`config.mk`:
```
export PLATFORM = sky130hd
export DESIGN_NAME = seg7_decimal_scanner
export DESIGN_NICKNAME = d
export VERILOG_FILES = /design/src/rtl/seg7_decimal_scanner.sv
export SDC_FILE = /design/constraint.sdc
export NUM_CORES = 1
export LEC_CHECK = 0
export BUFFER_PORTS_ARGS = -buffer_cell sky130_fd_sc_hd__buf_2
export CAP_MARGIN = 30
export CORE_MARGIN = 2
export CORE_UTILIZATION = 40
export CTS_BUF_LIST = sky130_fd_sc_hd__clkbuf_16
export DETAILED_ROUTE_END_ITERATION = 7
export MAX_ROUTING_LAYER = met4
export PLACE_DENSITY = 0.61
export SYNTH_ARGS = -nofsm -noshare
export SYNTH_HDL_FRONTEND = slang
export SYNTH_SLANG_ARGS = --single-unit
```
`constraint.sdc`:
```
create_clock -name CLK100MHZ -period 1.8 [get_ports CLK100MHZ]
set_input_delay 0.54 -clock CLK100MHZ [delete_from_list [all_inputs] [get_ports CLK100MHZ]]
set_output_delay 0.54 -clock CLK100MHZ [all_outputs]
set_load 0.05 [all_outputs]
```
`src/rtl/seg7_decimal_scanner.sv`:
```
// seg7_decimal_scanner
// Converts an 8-bit binary value to three BCD digits using a sequential
// shift-add-3 conversion, one bit per clock. The digits are then
// time-multiplexed onto the right-hand three digits of an 8-digit
// common-anode seven-segment display.
// Optional build macro: SEG_BLANK_LEADING_ZERO_EN. When it is defined,
// leading zeros in the hundreds and tens positions are blanked.
module seg7_decimal_scanner #(
    parameter int SCAN_DIV = 100_000
) (
    input  logic       CLK100MHZ,
    input  logic       CPU_RESETN,
    input  logic [7:0] value_in,
    input  logic       load,
    output logic       busy,
    output logic [7:0] AN,
    output logic [6:0] SEG,
    output logic       DP
);

    localparam int            PW     = (SCAN_DIV > 1) ? $clog2(SCAN_DIV) : 1;
    localparam logic [PW-1:0] PRE_TC = PW'(SCAN_DIV - 1);

    typedef enum logic [1:0] {IDLE, SHIFT, DONE} state_t;

    state_t        state;
    logic [7:0]    bin_sr;
    logic [11:0]   bcd_work;
    logic [11:0]   bcd_adj;
    logic [2:0]    bit_cnt;
    logic [11:0]   bcd_disp;
    logic [PW-1:0] presc;
    logic [1:0]    scan_idx;
    logic [3:0]    cur_digit;
    logic          cur_blank;

    // Segment patterns, active-low, ordered {CG,CF,CE,CD,CC,CB,CA}.
    // Codes 10..15 never occur, so they decode to a blank digit.
    function automatic logic [6:0] seg_decode(input logic [3:0] d);
        case (d)
            4'd0:    seg_decode = 7'b1000000;
            4'd1:    seg_decode = 7'b1111001;
            4'd2:    seg_decode = 7'b0100100;
            4'd3:    seg_decode = 7'b0110000;
            4'd4:    seg_decode = 7'b0011001;
            4'd5:    seg_decode = 7'b0010010;
            4'd6:    seg_decode = 7'b0000010;
            4'd7:    seg_decode = 7'b1111000;
            4'd8:    seg_decode = 7'b0000000;
            4'd9:    seg_decode = 7'b0010000;
            default: seg_decode = 7'b1111111;
        endcase
    endfunction

    // Add-3 correction: every BCD nibble that is >= 5 gets 3 added before the shift.
    always_comb begin
        bcd_adj = bcd_work;
        for (int i = 0; i < 3; i++) begin
            if (bcd_work[i*4 +: 4] >= 4'd5)
                bcd_adj[i*4 +: 4] = bcd_work[i*4 +: 4] + 4'd3;
        end
    end

    // Conversion FSM: capture the value, run 8 shift iterations, then publish the result to the display register.
    always_ff @(posedge CLK100MHZ or negedge CPU_RESETN) begin
        if (!CPU_RESETN) begin
            state    <= IDLE;
            bin_sr   <= '0;
            bcd_work <= '0;
            bit_cnt  <= '0;
            bcd_disp <= '0;
            busy     <= 1'b0;
        end else begin
            case (state)
                IDLE: begin
                    if (load) begin
                        bin_sr   <= value_in;
                        bcd_work <= '0;
                        bit_cnt  <= '0;
                        busy     <= 1'b1;
                        state    <= SHIFT;
                    end
                end
                SHIFT: begin
                    {bcd_work, bin_sr} <= {bcd_adj, bin_sr} << 1;
                    bit_cnt            <= bit_cnt + 3'd1;
                    if (bit_cnt == 3'd7)
                        state <= DONE;
                end
                DONE: begin
                    bcd_disp <= bcd_work;
                    busy     <= 1'b0;
                    state    <= IDLE;
                end
                default: state <= IDLE;
            endcase
        end
    end

    // Slot prescaler. The digit index advances 0->1->2->0 on the terminal count.
    always_ff @(posedge CLK100MHZ or negedge CPU_RESETN) begin
        if (!CPU_RESETN) begin
            presc    <= '0;
            scan_idx <= '0;
        end else if (presc == PRE_TC) begin
            presc    <= '0;
            scan_idx <= (scan_idx == 2'd2) ? 2'd0 : scan_idx + 2'd1;
        end else begin
            presc <= presc + 1'b1;
        end
    end

    // Select the digit for the current slot, and decide whether that digit is a blanked leading zero.
    always_comb begin
        cur_blank = 1'b0;
        case (scan_idx)
            2'd1:    cur_digit = bcd_disp[7:4];
            2'd2:    cur_digit = bcd_disp[11:8];
            default: cur_digit = bcd_disp[3:0];
        endcase
`ifdef SEG_BLANK_LEADING_ZERO_EN
        if (scan_idx == 2'd2 && bcd_disp[11:8] == 4'd0)
            cur_blank = 1'b1;
        if (scan_idx == 2'd1 && bcd_disp[11:4] == 8'd0)
            cur_blank = 1'b1;
`endif
    end

    // Register the anodes and segments together so that they change on the same edge and do not ghost.
    always_ff @(posedge CLK100MHZ or negedge CPU_RESETN) begin
        if (!CPU_RESETN) begin
            AN  <= 8'hFF;
            SEG <= 7'h7F;
        end else if (cur_blank || scan_idx == 2'd3) begin
            AN  <= 8'hFF;
            SEG <= 7'h7F;
        end else begin
            AN  <= ~(8'd1 << scan_idx);
            SEG <= seg_decode(cur_digit);
        end
    end

    assign DP = 1'b1;

endmodule
```
==> flow_summary.yaml <==
grt:
  grt_pass1_wl_um: 10600
  grt_max_degree: 68
  grt_pass1_vias: 2219
  grt_remaining_overflow: 0
  antenna_found_initial: 0
  grt_use_total_pct: 15.7
detailed_routing:
  wirelength_um: 6150
  first_iter_violations: 68
  drtAntennaViolNets: 0
  vias_per_cell: 4.95
  via_count: 2291
  firstDrtPassIters: 4
  drc: 0
  routedWlPerCell_um: 13.3
synthesis:
  synth.most_common_cell: "dfrtp_1"
  ys.flop_type: "dfrtp_1"
  yosys.area.top_type: "dfrtp_1"
  synth.distinct_cells: 42
  syn_inst: 308
  netlist_top_cells_count: "57 x dfrtp_1, 28 x nand2_1, 28 x o21ai_0"
  yosysWarnings: 0
  async_reset_ff_share_pct: 100
  synth-edff-count: 0
  syn_area_um2: 3280
  synth_area_leaders: "dfrtp_1 44%, dfstp_2 8.0%, ha_1 6.9%"
  ys_seq_area_share_pct: 51.5
  synth_top_cell_area_share_pct: 43.5
  syn_area_per_cell_um2: 10.6
  ys_seq_elements: 67
placement:
  post-place-ws_ps: -72.0
  port-buffer-count: 21
  routabilityCongestion: 0.904
  hpwl_um: 4050
cells_and_area:
  utilization_pct: 49.4
  area_growth_pct: 21.9
  fill_cells: 763
  n_antenna_cell: 0
  fin_nets: 382
  drive_above_1_share_pct: 27.4
floorplanning:
  start_util_pct: 40.5
  die_w_um: 94.5
  die_h_um: 94.5
  std_cell_rows: 33
  core_area_um2: 8090
  pin_count: 28
  die_area_um2: 8940
clock_tree:
  cts.path.max_buffers: 2
  clkLatencyLatePin_ps: 320
  clk_pin_slew_ps: 50
  cts_inserted_buffers: 9
  clock-root-buffer: "clkbuf_16"
  cts.sinks: 67
  cts_tree: "built"
  htreeDepth: 3
run:
  cap_violations: 0
hold_path:
  hp-class: "primary input to async pin"
timing:
  hold_viol_final: 0
  tns_ps: 0
  post-route-period-util_pct: 97.6
  clock.fmax_mhz: 569
  fin_crit_ps: 1760
  finClkSkew_ps: 5.77
  drv_slew: 0
  timing.final.ws_setup_ps: 43.8
  whs_ps: 236
  setup_viol: 0
critical_path:
  setup.worst_path.class: "flip-flop to flip-flop"
  cp.required_ps: 2050
  slowest_delay_ps: 420
  startpoint: "scan_idx[0]$_DFFE_PN0N_"
  crit_arrival_ps: 2000
  r2r.worst_path.cells: 6
  cpMaxStageDelayCell: "dfrtp_2"
  path_buf_inv: 1
  r2r-end: "SEG[2]$_DFF_PN1_"
  crit_family: "compound AO/OA/AOI/OAI gates"
  r2r_start: "scan_idx[0]$_DFFE_PN0N_"
  end_kind: "flip-flop"
  regToRegSetupSlack_ps: 40
  worstSetupStartpointType: "flip-flop"
  path_cells: "buf_4 > ha_4 > a22oi_1 > a21o_1 > a21oi_1 > a311o_1"
  worst-path-stages: 6
  endpoint: "SEG[2]$_DFF_PN1_"
  cp_max_fo: 6
power:
  p_per_area_nw_per_um2: 1460
  peakVddDrop_v: 0.000797
  p_leak_nw: 1.83
status:
  status: "completed"
## cell type report
type,instances,area [µm²],share of cell area [%]
clock buffers,9,225,5.64
inverters,15,56.3,1.41
flip-flops and latches,67,1690,42.3
multi-input cells,216,1540,38.6
repair buffers,44,290,7.27
clock inverters,7,60.1,1.50
well taps,105,131,3.29
## sequential cells by signal, indices dropped and copies added (netlist names)
signal    cells
bcd_work     12
scan_idx      2
bcd_disp     12
bit_cnt       3
presc        17
AN            3
state         2
bin_sr        8
busy          1
SEG           7
## worst reg2reg max path, stage by stage, from the launching register on
cell and delay, ps:
dfrtp_2 420, buf_4 150, ha_4 170, a22oi_1 300
a21o_1 270, a21oi_1 60, a311o_1 320
## worst min-delay path by stage
stage / startpoint / endpoint / slack [ps] / cells after the start
4_1_cts: CPU_RESETN / scan_idx[0]$_DFFE_PN0N_ / 240 / 2
2_1_floorplan: CPU_RESETN / bcd_disp[0]$_DFFE_PN0P_ / 240 / 0
3_5_place_dp: bin_sr[2]$_DFFE_PN0P_ / bin_sr[2]$_DFFE_PN0P_ / 470 / 2
5_1_grt: CPU_RESETN / presc[14]$_DFF_PN0_ / 250 / 2
6_report: CPU_RESETN / presc[15]$_DFF_PN0_ / 240 / 2
3_3_place_gp: bcd_work[9]$_DFFE_PN0P_ / bcd_work[9]$_DFFE_PN0P_ / 470 / 2
## cell families after synthesis
| group | after synthesis | share of synthesized area, % |
|---|---|---|
| simple gates | 87 | 13.9 |
| compound gates | 70 | 12.9 |
| flops | 67 | 51.5 |
| buf+inv | 30 | 4.31 |
| xor+xnor | 19 | 5.08 |
| fa+ha+maj | 18 | 6.87 |
| mux | 16 | 5.23 |
| other cells | 1 | 0.114 |
## per-stage QoR
step / std cells / total power, mW / instance area (µm²)
4_1_cts: 460 / 5.85 / 3920
3_3_place_gp: 441 / 4.07 / 3590
5_1_grt: 463 / 6.26 / 4000
2_1_floorplan: 313 / 3.61 / 3310
6_report: 463 / 5.83 / 4000
3_5_place_dp: 441 / 4.12 / 3590
## metal layers
| metal | track usage [%] | part of all wire, % | up-vias |
|---|---|---|---|
| li1 | - | - | 1157 |
| met1 | 20.5 | 50 | 1094 |
| met2 | 23.6 | 46 | 36 |
| met3 | 5.03 | 3.4 | 4 |
| met4 | 4.35 | 0.93 | 0 |
| met5 | - | 0 | - |
## report_power, final
part	total [mW]	switching, mW	internal (mW)
clock network	1.67	0.619	1.05
registers	2.23	0.284	1.94
logic	1.93	1.11	0.826
total	5.83	2.01	3.82
## cells in the final DEF, fill, tap and decap left out, types with 2 or more instances in the layout
cell type,instances
buf_2,21
o31ai_1,3
a21oi_1,14
nor2_1,13
xnor2_1,13
a21oi_2,4
nor3_1,7
xor2_1,6
dfrtp_1,55
dfstp_2,10
a22o_1,5
mux2i_1,7
a22oi_1,4
nand4_1,4
a21o_1,4
ha_4,3
buf_4,22
clkinv_1,2
nor2b_1,6
dfrtp_2,2
mux2_2,8
inv_2,2
nand2_1,28
a22oi_2,3
conb_1,6
nand2b_1,4
nand3_1,12
o21bai_1,2
clkinv_2,2
o21ai_0,27
inv_1,14
clkbuf_16,9
nor2_2,2
ha_1,15
## repair_timing
item                                    in CTS  in global routing
setup buffers                                3                  3
pin swaps                                    0                  2
cloned                                       0                  0
resized for setup                            2                 16
endpoints found under the setup margin       4                  7
hold buffers                                 0                  0
Note: power is estimated with default switching activity, not from simulation.
